===== src/rtl/fetch_unit_if.sv =====
// -----------------------------------------------------------------------------
// fetch_unit_if
//   Groups the signals that run between the fetch stage and its neighbours.
//   - Instruction memory: pc_out (address out), instr_in (combinational data in).
//   - Execute:            redirect_valid / redirect_pc (PC change request).
//   - Decode:             fetch_valid / fetch_ready handshake carrying
//                         fetch_instr, fetch_pc, fetch_misalign, fetch_bad_pc.
//   - Debug:              dbg_state (0 = RUN, 1 = HALT).
//
// Handshake: a head entry transfers to decode on every rising clock edge where
//   fetch_valid and fetch_ready are both 1. fetch_valid never depends on
//   fetch_ready. While fetch_valid is 1 and fetch_ready is 0, the payload holds
//   unless a redirect or reset flushes the queue.
//
// Modports
//   master : the fetch unit side.
//   slave  : the environment side (instruction memory, execute, decode).
// -----------------------------------------------------------------------------
interface fetch_unit_if;
  logic [31:0] pc_out;
  logic [31:0] instr_in;
  logic        redirect_valid;
  logic [31:0] redirect_pc;
  logic        fetch_valid;
  logic        fetch_ready;
  logic [31:0] fetch_instr;
  logic [31:0] fetch_pc;
  logic        fetch_misalign;
  logic [31:0] fetch_bad_pc;
  logic        dbg_state;

  modport master (
    output pc_out,
    input  instr_in,
    input  redirect_valid,
    input  redirect_pc,
    output fetch_valid,
    input  fetch_ready,
    output fetch_instr,
    output fetch_pc,
    output fetch_misalign,
    output fetch_bad_pc,
    output dbg_state
  );

  modport slave (
    input  pc_out,
    output instr_in,
    output redirect_valid,
    output redirect_pc,
    input  fetch_valid,
    output fetch_ready,
    input  fetch_instr,
    input  fetch_pc,
    input  fetch_misalign,
    input  fetch_bad_pc,
    input  dbg_state
  );
endinterface


===== src/rtl/fetch_unit.sv =====
// -----------------------------------------------------------------------------
// fetch_unit
//   Front-end fetch stage of the single-cycle RV32 core.
//   - Owns the program counter and drives it to the combinational imem.
//   - Captures {pc, instr} pairs into a QUEUE_DEPTH-entry prefetch queue.
//   - Presents the queue head to decode over a valid/ready handshake.
//   - Redirects from execute flush the queue and reload the PC.
//
// Parameters
//   RESET_PC    : PC loaded by reset.
//   QUEUE_DEPTH : prefetch entries (power of 2, >= 2).
//
// Ports
//   clk   : clock, rising edge.
//   rst_n : asynchronous active-low reset.
//   bus   : fetch_unit_if.master (imem, redirect, decode handshake, debug).
//
// Optional feature (compile-time macro MISALIGN_TRAP_EN)
//   Defined   : a misaligned redirect flushes, holds the PC, enters HALT and
//               raises the sticky fetch_misalign flag with the offending target
//               on fetch_bad_pc. An aligned redirect resumes RUN.
//   Undefined : redirect targets are silently word-aligned; state stays RUN;
//               fetch_misalign and fetch_bad_pc are constant 0.
// -----------------------------------------------------------------------------
module fetch_unit #(
  parameter logic [31:0] RESET_PC    = 32'h0000_0000,
  parameter int          QUEUE_DEPTH = 2
) (
  input logic          clk,
  input logic          rst_n,
  fetch_unit_if.master bus
);

  localparam int                PTR_W   = $clog2(QUEUE_DEPTH);
  localparam int                CNT_W   = PTR_W + 1;
  localparam logic [CNT_W-1:0]  DEPTH_C = CNT_W'(QUEUE_DEPTH);
  localparam logic [31:0]       NOP     = 32'h0000_0013;

  typedef enum logic {
    RUN  = 1'b0,
    HALT = 1'b1
  } state_e;

  // ---------------------------------------------------------------------------
  // State
  // ---------------------------------------------------------------------------
  state_e             state_q, state_d;
  logic [31:0]        pc_q, pc_d;
  logic [CNT_W-1:0]   count_q, count_d;
  logic [PTR_W-1:0]   head_q, head_d;
  logic [PTR_W-1:0]   tail_q, tail_d;

  // Queue storage is not reset: count_q alone decides which slots are live.
  logic [31:0]        mem_pc_q    [QUEUE_DEPTH];
  logic [31:0]        mem_instr_q [QUEUE_DEPTH];

`ifdef MISALIGN_TRAP_EN
  logic               misalign_q, misalign_d;
  logic [31:0]        bad_pc_q, bad_pc_d;
`endif

  // ---------------------------------------------------------------------------
  // Handshake terms
  // ---------------------------------------------------------------------------
  logic        head_valid;
  logic        pop;
  logic        push;
  logic [31:0] redirect_target;

  assign head_valid      = (count_q != '0) && (state_q == RUN);
  assign pop             = head_valid && bus.fetch_ready;
  // A full queue still accepts a new entry when the head leaves this cycle.
  assign push            = (state_q == RUN) && !bus.redirect_valid &&
                           ((count_q < DEPTH_C) || pop);
  assign redirect_target = bus.redirect_pc & 32'hFFFF_FFFC;

  // ---------------------------------------------------------------------------
  // Next-state logic
  // ---------------------------------------------------------------------------
  always_comb begin
    state_d = state_q;
    pc_d    = pc_q;
    count_d = count_q;
    head_d  = head_q;
    tail_d  = tail_q;
`ifdef MISALIGN_TRAP_EN
    misalign_d = misalign_q;
    bad_pc_d   = bad_pc_q;
`endif

    if (bus.redirect_valid) begin
      // Any same-cycle pop has already been consumed by decode; the flush
      // simply discards everything that remains.
      count_d = '0;
      head_d  = '0;
      tail_d  = '0;
`ifdef MISALIGN_TRAP_EN
      if (bus.redirect_pc[1:0] != 2'b00) begin
        state_d    = HALT;
        misalign_d = 1'b1;
        bad_pc_d   = bus.redirect_pc;
      end else begin
        state_d    = RUN;
        misalign_d = 1'b0;
        pc_d       = redirect_target;
      end
`else
      pc_d = redirect_target;
`endif
    end else begin
      if (pop) begin
        head_d = head_q + PTR_W'(1);
      end
      if (push) begin
        tail_d = tail_q + PTR_W'(1);
        pc_d   = pc_q + 32'd4;  // modulo 2^32: FFFF_FFFC wraps to 0
      end
      unique case ({push, pop})
        2'b10:   count_d = count_q + CNT_W'(1);
        2'b01:   count_d = count_q - CNT_W'(1);
        default: count_d = count_q;
      endcase
    end
  end

  // ---------------------------------------------------------------------------
  // Registers
  // ---------------------------------------------------------------------------
  always_ff @(posedge clk or negedge rst_n) begin
    if (!rst_n) begin
      state_q <= RUN;
      pc_q    <= RESET_PC;
      count_q <= '0;
      head_q  <= '0;
      tail_q  <= '0;
    end else begin
      state_q <= state_d;
      pc_q    <= pc_d;
      count_q <= count_d;
      head_q  <= head_d;
      tail_q  <= tail_d;
    end
  end

`ifdef MISALIGN_TRAP_EN
  always_ff @(posedge clk or negedge rst_n) begin
    if (!rst_n) begin
      misalign_q <= 1'b0;
      bad_pc_q   <= 32'h0;
    end else begin
      misalign_q <= misalign_d;
      bad_pc_q   <= bad_pc_d;
    end
  end
`endif

  always_ff @(posedge clk) begin
    if (push) begin
      mem_pc_q[tail_q]    <= pc_q;
      mem_instr_q[tail_q] <= bus.instr_in;
    end
  end

  // ---------------------------------------------------------------------------
  // Outputs: decode sees only registered queue contents, never instr_in.
  // ---------------------------------------------------------------------------
  assign bus.pc_out      = pc_q;
  assign bus.fetch_valid = head_valid;
  assign bus.fetch_instr = head_valid ? mem_instr_q[head_q] : NOP;
  assign bus.fetch_pc    = head_valid ? mem_pc_q[head_q] : 32'h0;
  assign bus.dbg_state   = state_q;

`ifdef MISALIGN_TRAP_EN
  assign bus.fetch_misalign = misalign_q;
  assign bus.fetch_bad_pc   = bad_pc_q;
`else
  assign bus.fetch_misalign = 1'b0;
  assign bus.fetch_bad_pc   = 32'h0;
`endif

endmodule


===== src/flat_wrapper.sv =====
// flat-port wrapper written by rule: the top's interface ports become plain ports
module fetch_unit_flat 
#(
  parameter logic [31:0] RESET_PC    = 32'h0000_0000,
  parameter int          QUEUE_DEPTH = 2
)
  (clk, rst_n, bus_pc_out, bus_instr_in, bus_redirect_valid, bus_redirect_pc, bus_fetch_valid, bus_fetch_ready, bus_fetch_instr, bus_fetch_pc, bus_fetch_misalign, bus_fetch_bad_pc, bus_dbg_state);
  fetch_unit_if bus_i ();
  input logic clk;
  input logic rst_n;
  output wire logic [$bits(bus_i.pc_out)-1:0] bus_pc_out;
  input wire logic [$bits(bus_i.instr_in)-1:0] bus_instr_in;
  input wire logic [$bits(bus_i.redirect_valid)-1:0] bus_redirect_valid;
  input wire logic [$bits(bus_i.redirect_pc)-1:0] bus_redirect_pc;
  output wire logic [$bits(bus_i.fetch_valid)-1:0] bus_fetch_valid;
  input wire logic [$bits(bus_i.fetch_ready)-1:0] bus_fetch_ready;
  output wire logic [$bits(bus_i.fetch_instr)-1:0] bus_fetch_instr;
  output wire logic [$bits(bus_i.fetch_pc)-1:0] bus_fetch_pc;
  output wire logic [$bits(bus_i.fetch_misalign)-1:0] bus_fetch_misalign;
  output wire logic [$bits(bus_i.fetch_bad_pc)-1:0] bus_fetch_bad_pc;
  output wire logic [$bits(bus_i.dbg_state)-1:0] bus_dbg_state;
  assign bus_pc_out = bus_i.pc_out;
  assign bus_i.instr_in = bus_instr_in;
  assign bus_i.redirect_valid = bus_redirect_valid;
  assign bus_i.redirect_pc = bus_redirect_pc;
  assign bus_fetch_valid = bus_i.fetch_valid;
  assign bus_i.fetch_ready = bus_fetch_ready;
  assign bus_fetch_instr = bus_i.fetch_instr;
  assign bus_fetch_pc = bus_i.fetch_pc;
  assign bus_fetch_misalign = bus_i.fetch_misalign;
  assign bus_fetch_bad_pc = bus_i.fetch_bad_pc;
  assign bus_dbg_state = bus_i.dbg_state;
  fetch_unit #(.RESET_PC(RESET_PC), .QUEUE_DEPTH(QUEUE_DEPTH)) u_core (.clk(clk), .rst_n(rst_n), .bus(bus_i));
endmodule

===== config.mk =====
export PLATFORM = sky130hd
export DESIGN_NAME = fetch_unit_flat
export DESIGN_NICKNAME = d
export VERILOG_FILES = /design/src/rtl/fetch_unit_if.sv /design/src/rtl/fetch_unit.sv /design/src/flat_wrapper.sv
export SDC_FILE = /design/constraint.sdc
export NUM_CORES = 1
export LEC_CHECK = 0
export ABC_AREA = 0
export CORE_ASPECT_RATIO = 1.5
export CORE_MARGIN = 8
export CORE_UTILIZATION = 40
export CTS_CLUSTER_DIAMETER = 150
export DETAILED_ROUTE_END_ITERATION = 16
export MAX_ROUTING_LAYER = met4
export PLACE_DENSITY = 0.77
export SLEW_MARGIN = 20
export SYNTH_ARGS = -nofsm -noshare
export SYNTH_HDL_FRONTEND = slang
export SYNTH_SLANG_ARGS = --single-unit
export TNS_END_PERCENT = 10

===== constraint.sdc =====
create_clock -name clk -period 9.6 [get_ports clk]
set_input_delay 0.96 -clock clk [delete_from_list [all_inputs] [get_ports clk]]
set_output_delay 0.96 -clock clk [all_outputs]
set_load 0.01 [all_outputs]

==> impl_metrics.toml, run 1 <==
[status]
status = "finished, final reports clean"

[sta]
relSlewSlack = 0.447
finClkSkew_ns = 0.0114
rsz0062_at_grt = "false"
worst_pin_slew_ns = 0.829
drv_slew = 0
max_freq_ghz = 0.289
hold_viol_final = 0
final.period_utilization = 0.360
tns_ns = 0
period_needed_ns = 3.46
setup_violations = 0

[synth]
synth_fa_ha_area_frac = 0.00185
synth-seq-area-share = 0.676
synth_compound_area_frac = 0.0222
synth-simple-area-share = 0.107
synthCells = 507
synthMuxAreaShare = 0.0965
synth_area_sq_um = 6770
ys_ff_latch = 158
yosysWarningCount = 0
synth_top_family_by_area = "simple AND/OR/NAND/NOR gates"
synth_cell_type_count = 30
synth_xor_area_frac = 0.0401
avgSynthCellArea_sq_um = 13.4

[placement]
portBuffers = 158
hpwl_microns = 11000
gp_congestion = 0.760

[critical_path]
required_ns = 8.64
cp_slowest_stage_delay_ns = 0.55
crit_path_top_delay_cell = "buf_4"
worstPathArrival_ns = 2.50
crit_chain = "nor2_4, buf_4, inv_1, nand2_1, clkdlybuf4s50_1"
cp-end-kind = "primary output"
cp_max_fo = 52
cp_num_buf_inv = 3
criticalPathCategory = "reg2out"
critPathTopFamily = "buffers and inverters"
start_kind = "flip-flop"

[cells_and_area]
antennaDiodeCount = 0
final_nets = 735
drive_gt1_frac = 0.0692
fin_util = 0.541
area_growth_pct = 33.4

[global_route]
gr-usage-all-layers = 0.152
grt_antenna_before_repair = 0
grt_pass1_wl_microns = 24300
grt_max_degree = 65
gr-total-overflow = 0
grt_pass1_vias = 4582

[power]
peakVddDrop_v = 0.000103
power_density_nw_per_um2 = 197
power_leakage_uw = 0.00322

[detailed_routing]
via_per_inst = 4.85
drc_errors = 0
drtPass1Iterations = 5
wl_per_cell_microns = 17.9
routed_wl_microns = 15900
drt_iter0_drc = 242
ant_nets = 0
vias = 4314

[floorplanning]
initial_utilization = 0.406
dieArea_sq_um = 21400
core-area_sq_um = 16700
fp.dieH_microns = 175
ios = 199
chipWidth_microns = 122
num_rows = 58

[cts]
postCtsSetupBuffers = 0
root_buffer = "clkbuf_16"
htreeDepth = 4
cts_resized = 0
cts.sinks = 158
cts_tree = "done"
numCtsBuffers = 17
clk_latency_ns = 0.42
postCtsHoldBufs = 0
clk_path_buf_depth = 2
clkSlewWorstSetupHoldPaths_ns = 0.06

[flow_run]
drv_cap = 0

[hold_path]
hp-class = "reg2reg"
==> cells in the mapped netlist <==
cell type | number | area [sq um]
a21oi_1 | 2 | 10.0
and3_1 | 3 | 18.8
and4_1 | 2 | 17.5
buf_1 | 1 | 3.75
buf_4 | 38 | 285
clkbuf_1 | 21 | 78.8
conb_1 | 1 | 3.75
dfrtp_1 | 34 | 851
edfxtp_1 | 124 | 3720
ha_1 | 1 | 12.5
inv_1 | 4 | 15.0
mux2_2 | 2 | 22.5
mux2i_1 | 63 | 631
nand2_1 | 42 | 158
nand2b_1 | 1 | 6.26
nand3_1 | 12 | 60.1
nand3_2 | 1 | 10.0
nand4_1 | 12 | 75.1
nor2_1 | 69 | 259
nor2b_1 | 1 | 6.26
nor3_1 | 6 | 30.0
nor3b_1 | 1 | 7.51
nor4_1 | 1 | 6.26
nor4_2 | 4 | 50.1
o21ai_0 | 5 | 25.0
o21ai_1 | 23 | 115
or2_1 | 1 | 6.26
or4_4 | 1 | 11.3
xnor2_1 | 11 | 96.3
xor2_1 | 20 | 175
==> placed cells by master, fill, tap and decap left out, types with 3 or more instances in the layout <==
master and n:
nand4_1 12, clkinv_4 3, nand2_1 42, mux2i_1 63, edfxtp_1 124, and3_1 3, o21ai_1 23, clkinv_1 3
nor3_1 5, xor2_1 20, xnor2_1 11, clkbuf_16 17, conb_1 38, clkdlybuf4s50_1 156, inv_1 4, nor4_2 4
buf_4 4, dfrtp_1 33, nand3_1 12, nor2_1 68, inv_6 3, o21ai_0 5
==> metal layers <==
metal,GRT usage,vias up,share of wire
li1,-,2044,-
met1,0.161,2098,0.38
met2,0.267,154,0.54
met3,0.0344,18,0.063
met4,0.0617,0,0.018
met5,-,-,0
==> kinds of logic (layout without fill, tap and decap cells) <==
logic type	Yosys count	count (layout)
AO/OA/AOI/OAI	30	30
XOR/XNOR	31	31
adder cells (fa/ha/maj)	1	1
buffers and inverters	64	199
flip-flops	158	158
multiplexers	65	65
other	1	38
AND/OR/NAND/NOR	157	157
==> state kept, by name, summed over array words and instances (netlist names) <==
signal / cells
u_core.mem_instr_q: 64
u_core.mem_pc_q: 60
u_core.head_q: 1
u_core.count_q: 2
u_core.bus.pc_out: 30
u_core.tail_q: 1
==> final timing paths <==
kind / startpoint / to / slack (ns) / cells past startpoint
max: u_core.count_q[1] / bus_fetch_instr[0] / 6.14 / 5
min: u_core.bus.pc_out[31] / u_core.mem_pc_q[1][31] / 0.55 / 0
max reg2reg: u_core.count_q[1] / u_core.mem_pc_q[1][27] / 7.14 / 3
min reg2reg: u_core.bus.pc_out[31] / u_core.mem_pc_q[1][31] / 0.55 / 0
max in group asynchronous: rst_n / u_core.head_q / 8.34 / 1
min in group asynchronous: rst_n / u_core.bus.pc_out[17] / 0.63 / 1
==> layout make-up <==
type                            count  area, sq um
Sequential cell                   158         4580
Clock buffer                       19          443
Multi-Input combinational cell    322         1970
Timing Repair Buffer              163         1630
Inverter                            4         15.0
Tap cell                          210          263
Clock inverter                     13          136
Fill cell                        1416         7660
==> per-stage QoR <==
stage | power (uW) | setup slack, ns | area (sq um) | hold WS [ns] | cells
2_1_floorplan | 995 | 3.08 | 6910 | 0.507 | 544
3_3_place_gp | 1130 | 6.12 | 8430 | 0.537 | 856
3_5_place_dp | 1140 | 6.04 | 8430 | 0.531 | 856
4_1_cts | 1800 | 6.05 | 9010 | 0.556 | 888
5_1_grt | 1860 | 5.91 | 9030 | 0.585 | 889
6_report | 1780 | 6.14 | 9030 | 0.552 | 889
==> power by group <==
group | switching [uW] | internal [uW] | total, uW
registers | 39.6 | 802 | 841
clock network | 263 | 390 | 654
logic | 142 | 146 | 288
No activity file was read; power rests on OpenSTA's default activity.
==> run 2: changes to the inputs <==
Settings changed: PLACE_DENSITY 0.77 to 0.8.
Clock period 9.6 ns to 2.95 ns, I/O delays scaled along.
==> run 2 against run 1 <==
Register-to-register slack got worse by 6.3 ns. First-iteration DRC count increased by 11%. Power grew to 3.3 times the previous value. Sequential power grew to 3.3 times the previous value. Sequential share of layout area shrank 0.53 points. Wire length is 1.9% higher. Combinational power increased to 3.3 times the previous value. Clock skew down 0.0032 ns. Via count is 0.90% higher. Die area unchanged. Hold slack got worse by 0.14 ns. Non-clock buffer count rose by 7.
==> impl_metrics.toml, run 2 (synthesis results as in run 1) <==
[critical_path]
start_kind = "flip-flop"
criticalPathCategory = "reg2out"
reg2reg_from = "u_core.bus.pc_out[8]"
cp_max_fo = 33
crit_start = "u_core.head_q"
crit_path_end = "bus_fetch_pc[22]"
required_ns = 2.65
cp-end-kind = "primary output"
reg2reg_slack_ns = 0.82
rr_endpoint = "u_core.bus.pc_out[23]"
worstPathArrival_ns = 2.43
r2r_cells = 5

[sta]
tns_ns = 0
max_freq_ghz = 0.367
hold_ws_ns = 0.408
rsz0062_at_grt = "false"
worst_slack_ns = 0.222
finClkSkew_ns = 0.00823
relSlewSlack = 0.482
hold_viol_final = 0
worst_pin_slew_ns = 0.777
period_needed_ns = 2.73
final.period_utilization = 0.925
setup_violations = 0
drv_slew = 0

[detailed_routing]
wl_per_cell_microns = 18.1
via_per_inst = 4.86
drtPass1Iterations = 4
drt_iter0_drc = 269
drc_errors = 0
routed_wl_microns = 16200
ant_nets = 0
vias = 4353

[floorplanning]
dieArea_sq_um = 21400
num_rows = 58
chipWidth_microns = 122
fp.dieH_microns = 175
initial_utilization = 0.406
ios = 199
core-area_sq_um = 16700

[global_route]
grt_max_degree = 55
grt_pass1_wl_microns = 24700
gr-total-overflow = 0
grt_pass1_vias = 4638
gr-usage-all-layers = 0.156
grt_antenna_before_repair = 0

[cells_and_area]
final_nets = 742
area_growth_pct = 34.9
drive_gt1_frac = 0.0831
fin_util = 0.547
final_common_cell = "clkdlybuf4s50_1"
largest_register_ffs = 64
antennaDiodeCount = 0
top_register = "u_core.mem_instr_q"
final_cell_mix = "156 x clkdlybuf4s50_1, 124 x edfxtp_1, 68 x nor2_1"

[cts]
clk_path_buf_depth = 2
cts_resized = 0
postCtsSetupBuffers = 0
htreeDepth = 4
numCtsBuffers = 17
postCtsHoldBufs = 1
clk_latency_ns = 0.42
clkSlewWorstSetupHoldPaths_ns = 0.06
root_buffer = "clkbuf_16"
cts_tree = "done"
cts.sinks = 158

[power]
power_leakage_uw = 0.00327
peakVddDrop_v = 0.000423
power_density_nw_per_um2 = 639

[placement]
hpwl_microns = 11700
pre_cts_ws_ns = 0.566
gp_congestion = 0.804
portBuffers = 158

[flow_run]
drv_cap = 0

[hold_path]
hp-class = "in2reg"

[status]
status = "finished, final reports clean"
==> run 2: cell count changes in the layout (fill, tap and decap cells not counted), sizes merged <==
| cell | before | now |
|---|---|---|
| buf | 7 | 13 |
| clkinvlp | 1 | 3 |
| clkinv | 7 | 6 |
| dlygate4sd3 | 0 | 1 |
| inv | 7 | 6 |
==> run 2: cell type report <==
class,count,area (sq um)
fillers,1424,7560
flip-flops and latches,158,4580
multi-input cells,322,1980
repair buffers,170,1700
clock buffers,19,453
well taps,210,263
clock inverters,13,138
inverters,4,15.0
==> run 2: critical path: stages (launching register included) <==
cell,delay (ns)
dfrtp_4,0.81
buf_4,0.37
mux2i_1,0.26
nor2_1,0.06
clkdlybuf4s50_1,0.48
==> run 2: power by group <==
| part | internal [uW] | total (uW) | leakage [uW] | switching (uW) |
|---|---|---|---|---|
| registers | 2610 | 2750 | 0.00158 | 147 |
| clock network | 1290 | 2130 | 0.000286 | 839 |
| logic | 492 | 949 | 0.00140 | 457 |
| total | 4390 | 5830 | 0.00327 | 1440 |
==> run 2: through the flow <==
step	cells	cell area [sq um]	total power, uW
global placement	863	8530	3720
finish	896	9130	5830
floorplan	544	6930	3230
detailed placement	863	8530	3760
global route	896	9130	6060
CTS	896	9130	5910
==> run 2: layer usage <==
metal,routed length [microns],up-vias,share of wire,track usage
li1,-,2061,-,-
met1,6270,2131,0.39,0.165
met2,8850,142,0.55,0.275
met3,844,19,0.052,0.0360
met4,259,0,0.016,0.0597
met5,0,-,0,-
==> run 2: how the worst min path moves through the flow <==
stage                             start                    end  slack, ns  cells past startpoint
CTS                  bus_redirect_valid          u_core.head_q       0.38                      2
global placement                  rst_n  u_core.bus.pc_out[21]       0.40                      1
floorplan                         rst_n  u_core.bus.pc_out[10]    -0.0006                      0
finish               bus_redirect_valid          u_core.head_q       0.41                      2
global route        bus_redirect_pc[11]  u_core.bus.pc_out[11]       0.42                      3
detailed placement                rst_n  u_core.bus.pc_out[22]       0.41                      1
